### src/rtl/add_subb_serial.sv
// Bit-serial add/subtract of two signed W-bit operands, LSB first, one bit per clock.
// Result is valid W cycles after acceptance; a new operand set is accepted only in IDLE.
module add_subb_serial #(
  parameter int W = 4
) (
  input  logic         clk,
  input  logic         rst,
  input  logic         in_valid,
  output logic         in_ready,
  input  logic         subb_a,
  input  logic         subb_b,
  input  logic [W-1:0] a,
  input  logic [W-1:0] b,
  output logic         out_valid,
  input  logic         out_ready,
  output logic [W-1:0] s,
  output logic         c,
  output logic         busy
);

  localparam int CW = $clog2(W) + 1;

  typedef enum logic [1:0] {IDLE, CALC, DONE} state_t;

  state_t         state, state_nxt;
  logic [W-1:0]   a_sh, b_sh;
  logic           neg_a, neg_b;
  logic           seen_a, seen_b;
  logic           carry;
  logic [CW-1:0]  cnt;
  logic           last_bit;
  logic           bit_a, bit_b;
  logic           sum, cout;

  assign last_bit = (cnt == CW'(W - 1));

  // Serial two's-complement negation: pass bits through up to and including
  // the first 1, invert every bit after it.
  always_comb begin
    bit_a = a_sh[0] ^ (neg_a & seen_a);
    bit_b = b_sh[0] ^ (neg_b & seen_b);
    sum   = bit_a ^ bit_b ^ carry;
    cout  = (bit_a & bit_b) | (carry & (bit_a ^ bit_b));
  end

  always_ff @(posedge clk or negedge rst) begin
    if (!rst) state <= IDLE;
    else      state <= state_nxt;
  end

  always_comb begin
    state_nxt = state;
    case (state)
      IDLE:    if (in_valid)  state_nxt = CALC;
      CALC:    if (last_bit)  state_nxt = DONE;
      DONE:    if (out_ready) state_nxt = IDLE;
      default: state_nxt = IDLE;
    endcase
  end

  always_ff @(posedge clk or negedge rst) begin
    if (!rst) begin
      a_sh   <= '0;
      b_sh   <= '0;
      neg_a  <= 1'b0;
      neg_b  <= 1'b0;
      seen_a <= 1'b0;
      seen_b <= 1'b0;
      carry  <= 1'b0;
      cnt    <= '0;
      s      <= '0;
      c      <= 1'b0;
    end else begin
      case (state)
        IDLE: begin
          if (in_valid) begin
            a_sh   <= a;
            b_sh   <= b;
            neg_a  <= subb_a;
            neg_b  <= subb_b;
            seen_a <= 1'b0;
            seen_b <= 1'b0;
            carry  <= 1'b0;
            cnt    <= '0;
          end
        end
        CALC: begin
          a_sh   <= a_sh >> 1;
          b_sh   <= b_sh >> 1;
          seen_a <= seen_a | a_sh[0];
          seen_b <= seen_b | b_sh[0];
          carry  <= cout;
          cnt    <= cnt + CW'(1);
          // Sum bits enter at the MSB so bit 0 lands at s[0] after W shifts.
          s      <= {sum, s[W-1:1]};
          if (last_bit) c <= cout;
        end
        default: ;
      endcase
    end
  end

  assign in_ready  = (state == IDLE);
  assign busy      = (state == CALC);
  assign out_valid = (state == DONE);

endmodule

### config.mk
export PLATFORM = sky130hd
export DESIGN_NAME = add_subb_serial
export DESIGN_NICKNAME = d
export VERILOG_FILES = /design/src/rtl/add_subb_serial.sv
export SDC_FILE = /design/constraint.sdc
export NUM_CORES = 1
export LEC_CHECK = 0
export ABC_AREA = 1
export CAP_MARGIN = 20
export CORE_UTILIZATION = 30
export DETAILED_ROUTE_END_ITERATION = 8
export GPL_TIMING_DRIVEN = 0
export PLACE_DENSITY = 0.49
export SYNTH_ARGS = -nofsm -noshare
export SYNTH_HDL_FRONTEND = slang
export SYNTH_SLANG_ARGS = --single-unit
### constraint.sdc
create_clock -name clk -period 1.69 [get_ports clk]
set_input_delay 0.2535 -clock clk [delete_from_list [all_inputs] [get_ports clk]]
set_output_delay 0.2535 -clock clk [all_outputs]
set_load 0.02 [all_outputs]
[Word-level counts from Yosys, hierarchy flattened]
Index checks and enable logic that the tools add are counted.
Word-level totals
  bits in registers: 23
  output and inout port bits: 8
  bits of input ports: 14
  logic and storage cells: 49
Cells by class
  multiplexer cells: 14
  reduce and logical (&&, ||, !) cells: 6
  $add $sub $neg: 1
  eq/ne operators: 6
  bitwise gates (word level): 11
Operators by type and width (count)
  case mux 4 bit (2 select lines): 2
  two-way mux 4 bit: 2
  two-way mux 2 bit: 3
  case mux 1 bit (2 select lines): 3
  case mux 2 bit (3 select lines): 1
  case mux 3 bit (2 select lines): 1
  AND reduction 2 bit: 3
  AND 1 bit: 4
  inequality test 2 x 1 -> 1 bit, second input constant: 2
  bitwise XOR 1 bit: 4
  adder 3 x 1 -> 3 bit, second input constant: 1
  == test 3 x 2 -> 1 bit, second input constant: 1
  two-way mux 3 bit: 1
  OR 1 bit: 3
  AND reduction 3 bit: 1
  == test 2 x 1 -> 1 bit, second input constant: 1
  == test 2 bit, second input constant: 1
  zero test 2 bit: 1
  inequality test 2 bit, second input constant: 1
  nonzero test 2 bit: 1
  two-way mux 1 bit: 1

[Logic depth before layout (Yosys ltp)]
Gate-level depths: netlist (run 1).
  depth in word-level cells: 6
  gate-level depth with buffers: 6
  depth with buffers taken out: 6

[Worst setup path after synthesis (run 1)]
Ideal clock, no wire load.
  path type: register to register
  from: register seen_a
  to: register s[3]
  arrival: 1.167 ns
  required time: 1.572 ns
  stages on the path, launching flop included: 6
  library setup time: 0.118 ns
  buffers on the path: 0
  clock period less this slack: 1.285 ns
  path slack: 0.405 ns
  path through: dfrtp_1 -> nand2_1 -> xnor2_1 -> inv_1 -> fa_1 -> o21ai_2
On the way
  longest elaborated chain between the ends: 4
Ends and longest elaborated chain
  start: declaration: RTL line 28  | logic seen_a, seen_b;
  start signal: assignment: RTL line 90  | seen_a <= seen_a | a_sh[0];
  AND 1 bit: RTL line 40  | bit_a = a_sh[0] ^ (neg_a & seen_a);
  bitwise XOR 1 bit: RTL line 40
  bitwise XOR 1 bit (2 in a row): RTL line 42  | sum = bit_a ^ bit_b ^ carry;
  end signal: assignment: RTL line 95  | s <= {sum, s[W-1:1]};
  end: declaration: RTL line 16  | output logic [W-1:0] s,
No other way between the ends.
A chain may end at the register's enable or synchronous reset.

[Worst setup path after layout (run 1)]
  from: register state[1]
  to: output port busy
On the way
  longest elaborated chain between the ends: 1
Ends and longest elaborated chain
  start: declaration: RTL line 25  | state_t state, state_nxt;
  start signal: assignment: RTL line 48  | else state <= state_nxt;
  == test 2 x 1 -> 1 bit: RTL line 104  | assign busy = (state == CALC);
  end: declaration: RTL line 18  | output logic busy
No other way between the ends.

==> results of run 1 <==
==> metal layers <==
metal / track usage [%] / up-vias / share of wire, %
met2: 18.0 / 20 / 45
met1: 15.9 / 388 / 49
li1: - / 442 / -
met3: 2.92 / 4 / 4.1
met4: 6.10 / 0 / 1.9
met5: 0 / - / 0
==> power by group <==
group	internal, mW	switching (mW)	leakage (nW)
combinational	0.622	0.802	0.420
clock	0.164	0.173	0.0255
sequential	0.791	0.145	0.285
==> cell type report <==
type / instances / area (sq um)
Buffer: 3 / 40.0
Clock buffer: 3 / 41.3
Multi-Input combinational cell: 89 / 454
Clock inverter: 1 / 5.00
Inverter: 11 / 46.3
Fill cell: 363 / 1980
Sequential cell: 23 / 577
Timing Repair Buffer: 22 / 236
Tap cell: 46 / 57.6
==> critical path: cells and delay by family, from the launching register on <==
kind,cells,cell delay [ps]
buffers and inverters,3,540
and+or+nand+nor,1,80
DFF,1,460
==> sequential cells by signal, indices dropped and copies added (netlist names), 2 cells and up <==
register and count:
s 4, b_sh 4, state 2, cnt 3, a_sh 4
==> placed cells by master, fill, tap and decap left out, types with 2 or more instances in the layout <==
cell type,count
o21ai_1,4
dfrtp_1,22
ha_1,2
nand2_1,62
clkdlybuf4s50_1,18
o21ai_2,3
inv_1,9
o21ai_0,3
nand3_1,6
clkbuf_8,4
dlygate4sd2_1,2
==> worst max-delay path by stage <==
stage / startpoint / end / depth (start not counted)
floorplan: seen_a / s[3] / 5
global placement: state[1] / busy / 4
detailed placement: state[1] / busy / 4
CTS: state[1] / busy / 4
global route: state[1] / busy / 4
finish: state[1] / busy / 4
==> cell families (layout without fill, tap and decap cells) <==
kind of cell,after synthesis,after routing,synth area share [%]
AOI/OAI and AO/OA,12,12,7.53
xor gates and xnor gates,2,2,1.57
adders and majority gates,3,3,4.04
buffers and inverters,14,40,7.53
DFF,23,23,51.7
and+or+nand+nor,72,72,27.6
==> repair_timing <==
item | in CTS | in global routing
endpoints found under the setup margin | 3 | 1
hold endpoints to repair | 0 | 0
resized for setup | 5 | 2
==> stage by stage <==
step	hold WS [ps]	std cells	TNS, ps	cell area [sq um]	util [%]
floorplan	-42.1	126	0	1110	-
global placement	460	193	-17.8	1380	40.1
detailed placement	467	193	-31.8	1380	40.1
CTS	489	197	0	1430	41.4
global route	252	198	0	1460	42.3
finish	252	198	0	1460	42.3
==> impl_metrics.toml, run 1 <==
[clock_network]
cts_hold_buf = 0
cts.sinks = 23
cts_setup_buffers = 0
numCtsBuffers = 3
clk_latency_ps = 260
cts_tree = "yes"
cts_buffer_depth = 2
cts.clk_slew.worst_paths_ps = 80
cts.htree.levels = 1
cts_root_buf = "clkbuf_8"

[logic_synthesis]
synthesis.area_sq_um = 1110
synthMostInstantiatedCell = "nand2_1"
synth_fp_nets = 143
synth_common_cells = "nand2_1 (62), dfrtp_1 (23), inv_1 (9)"
synth_top_cell_by_area = "dfrtp_1"
yosysWarningCount = 0
async_flop_share_pct = 100
synth-seq-area-share_pct = 51.7
synthTopCellsByArea = "dfrtp_1 (52%), nand2_1 (21%), inv_1 (3.0%), nand3_1 (2.7%), o21ai_2 (2.4%)"
syn_area_per_cell_sq_um = 8.84
synthFlopType = "dfrtp_1"
synth_cell_types = 22
synth_edf_count = 0
netlist_instances = 126
yosysTopAreaCellShare_pct = 51.7
ys_seq_elements = 23

[critical_path]
r2r_cells = 6
crit_path_end_kind = "output port"
regToRegSetupSlack_ps = 330
cp.required_ps = 1440
path_cells = "clkinv_4 > nand2_8 > inv_2 > clkdlybuf4s15_2"
crit_path_max_incr_delay_ps = 460
worstPathArrival_ps = 1340
worstPathMaxFanout = 9
slowest_stage = "dfrtp_2"
reg2reg_to = "c"
crit_path_start_kind = "flip-flop"
critical_path_class = "reg -> out"
r2r-start = "seen_a"

[route]
route.detailed.drc = 0
drt_iter0_markers = 40
postRouteAntennaNets = 0
num_vias = 854
drt_first_pass_iters = 4
wire_per_inst_microns = 10.5
vias_per_cell = 4.31
wl_microns = 2090

[sta]
timing.final.ws_setup_ps = 101
timing.slew.headroom_pct = 77.5
fin_crit_sh_pct = 94.0
skew_ps = 1.80
setup_viol = 0
final.min_clock_period_ps = 1590
tightest_slew_ps = 337
drv_slew = 0
hold_viol_final = 0
rsz0062_at_grt = "no"
clock.fmax_ghz = 0.629

[job]
cap_violations = 0

[floorplan]
die_h_microns = 62.9
core_area_sq_um = 3440
die_area_sq_um = 3960
die_x_microns = 62.9
num_io_pins = 22
initial_core_util_pct = 32.4
row_count = 21

[global_routing]
grt_pass1_wl_microns = 3660
grt_pass1_vias = 811
antenna_found_initial = 0
grt_use_total_pct = 12.0
grt_max_degree = 24
grt_remaining_overflow = 0

[final_layout]
nets = 170
syn_to_final_growth_pct = 30.9
drive_above_1_share_pct = 12.5
n_antenna_cell = 0

[placed_design]
portBuffers = 21
hpwl_microns = 1530
gp_congestion = 0.735
pre_cts_slack_ps = -31.8

[power_and_ir_drop]
vdd_drop_max_mv = 0.547
finalPower_mw = 2.70
power.density_nw_per_um2 = 1850
leakagePower_nw = 0.730

[outcome]
status = "completed"

[worst_hold_path]
hp-class = "in -> async"
(Power assumes the default switching activity.)
==> inputs of run 2 (changes only) <==
Settings changed: CTS_CLUSTER_SIZE set to 24.
==> results of run 2 <==
The final DEF is identical to that of run 1; final timing and power are the same.
==> inputs of run 3 (changes only) <==
Settings changed: DONT_BUFFER_PORTS set to 1, PLACE_DENSITY 0.49 to 0.42, SLEW_MARGIN set to 5.
==> impl_metrics.toml, run 3 (synthesis results as in run 1) <==
[final_layout]
drive_above_1_share_pct = 12.9
syn_to_final_growth_pct = 12.7
final_common_cell = "nand2_1"
instances_no_fill = 178
n_antenna_cell = 0
reg.largest.list = "a_sh: 4 flops, b_sh: 4 flops, s: 4 flops"
fin_area_sq_um = 1250
final_cell_mix = "nand2_1 (62), dfrtp_1 (23), inv_1 (9), nand3_1 (6)"
nets = 150

[global_routing]
grt_use_total_pct = 12.9
met1_usage_pct = 16.9
grt_util_met3_pct = 4.38
grt_most_used_layer = "met2"
grt_max_degree = 24
grt_pass1_vias = 775
grt_use_met2_pct = 19.0
antenna_found_initial = 0
grt_pass1_wl_microns = 3820
grt_remaining_overflow = 0

[placed_design]
portBuffers = 0
dp.cells = 172
hpwl_microns = 1550
gp_congestion = 0.692
dpl-instance-area_sq_um = 1170

[worst_hold_path]
hp-class = "in -> reg"
min_path_cells = 1
holdPathEnd = "state[1]"
min_from = "out_ready"

[critical_path]
cp.required_ps = 1440
crit_path_end_kind = "output port"
worstPathMaxFanout = 9
slowest_stage = "dfrtp_1"
crit_path_max_incr_delay_ps = 460
r2r_cells = 6
critical_path_class = "reg -> out"
regToRegSetupSlack_ps = 290
path_cells = "inv_4 > nand2_8 > inv_2"
reg2reg_to = "c"
r2r-start = "seen_a"
worstPathArrival_ps = 1180
crit_path_start_kind = "flip-flop"

[sta]
skew_ps = 9.46
hold_viol_final = 0
drv_slew = 0
holdWs_ps = 77.4
final.min_clock_period_ps = 1440
tightest_slew_ps = 482
clock.fmax_ghz = 0.696
fin_setup_tns_ps = 0
setup_viol = 0
timing.slew.headroom_pct = 67.7
rsz0062_at_grt = "no"
fin_crit_sh_pct = 85.0

[job]
cap_violations = 0

[route]
postRouteAntennaNets = 0
route.detailed.drc = 0
num_vias = 784
wl_microns = 2200
vias_per_cell = 4.40
drt_iter0_markers = 23
drt_first_pass_iters = 4
wire_per_inst_microns = 12.3

[clock_network]
cts_buffer_depth = 2
cts_setup_buffers = 0
cts.sinks = 23
cts.clk_slew.worst_paths_ps = 90
cts_root_buf = "clkbuf_8"
cts.htree.levels = 1
numCtsBuffers = 3
clk_latency_ps = 270
cts_tree = "yes"

[power_and_ir_drop]
power.density_nw_per_um2 = 2030
finalPower_mw = 2.55
leakagePower_nw = 0.647
vdd_drop_max_mv = 0.683

[floorplan]
core_area_sq_um = 3440
initial_core_util_pct = 32.4
die_x_microns = 62.9
die_h_microns = 62.9
num_io_pins = 22
die_area_sq_um = 3960
row_count = 21

[outcome]
status = "completed"
[run 3: changes by cell type in the layout (fill, tap and decap cells not counted), sizes merged]
cell and change:
clkinv -1, clkdlybuf4s15 -1, dlygate4sd3 +1, clkdlybuf4s50 -18
dlygate4sd2 -2, inv +1
[run 3: through the flow]
stage	setup slack (ps)	utilization, %
after global placement	326	34.0
after global routing	177	36.5
final	253	36.5
after floorplan	405	-
after CTS	234	35.7
after detailed placement	315	34.0
[run 3: final cells by class]
cell class / instances / area (sq um)
inverters: 11 / 43.8
clock buffers: 3 / 41.3
repair buffers: 2 / 37.5
well taps: 46 / 57.6
plain buffers: 3 / 40.0
multi-input cells: 89 / 454
fillers: 361 / 2190
clock inverters: 1 / 5.00
flip-flops and latches: 23 / 576
[run 3: repair_timing]
item                      CTS  global route
hold buffers                1             0
resized for setup           0             0
hold endpoints to repair   23             0
[run 3: how the worst max path moves through the flow]
stage / start / endpoint / slack, ps
4_1_cts: state[1] / busy / 230
3_3_place_gp: seen_a / c / 330
2_1_floorplan: seen_a / s[3] / 400
3_5_place_dp: seen_a / c / 320
5_1_grt: seen_a / c / 180
6_report: state[1] / busy / 250
[run 3: metal layers]
metal  vias to the layer above  share of wire [%]
met4                         0                1.8
li1                        400                  -
met2                        13                 45
met3                         5                4.2
met5                         -                  0
met1                       366                 49
[run 3: worst max-delay path: cells and delay by family, from the launching register on]
kind | cells | cell delay [ps]
buffers and inverters | 2 | 360
flip-flops | 1 | 460
AND/OR/NAND/NOR | 1 | 90
[run 3: power breakdown]
part	internal, mW	switching [mW]	total [mW]
clock network	0.165	0.181	0.346
registers	0.788	0.220	1.01
logic	0.472	0.724	1.20
total	1.42	1.13	2.55
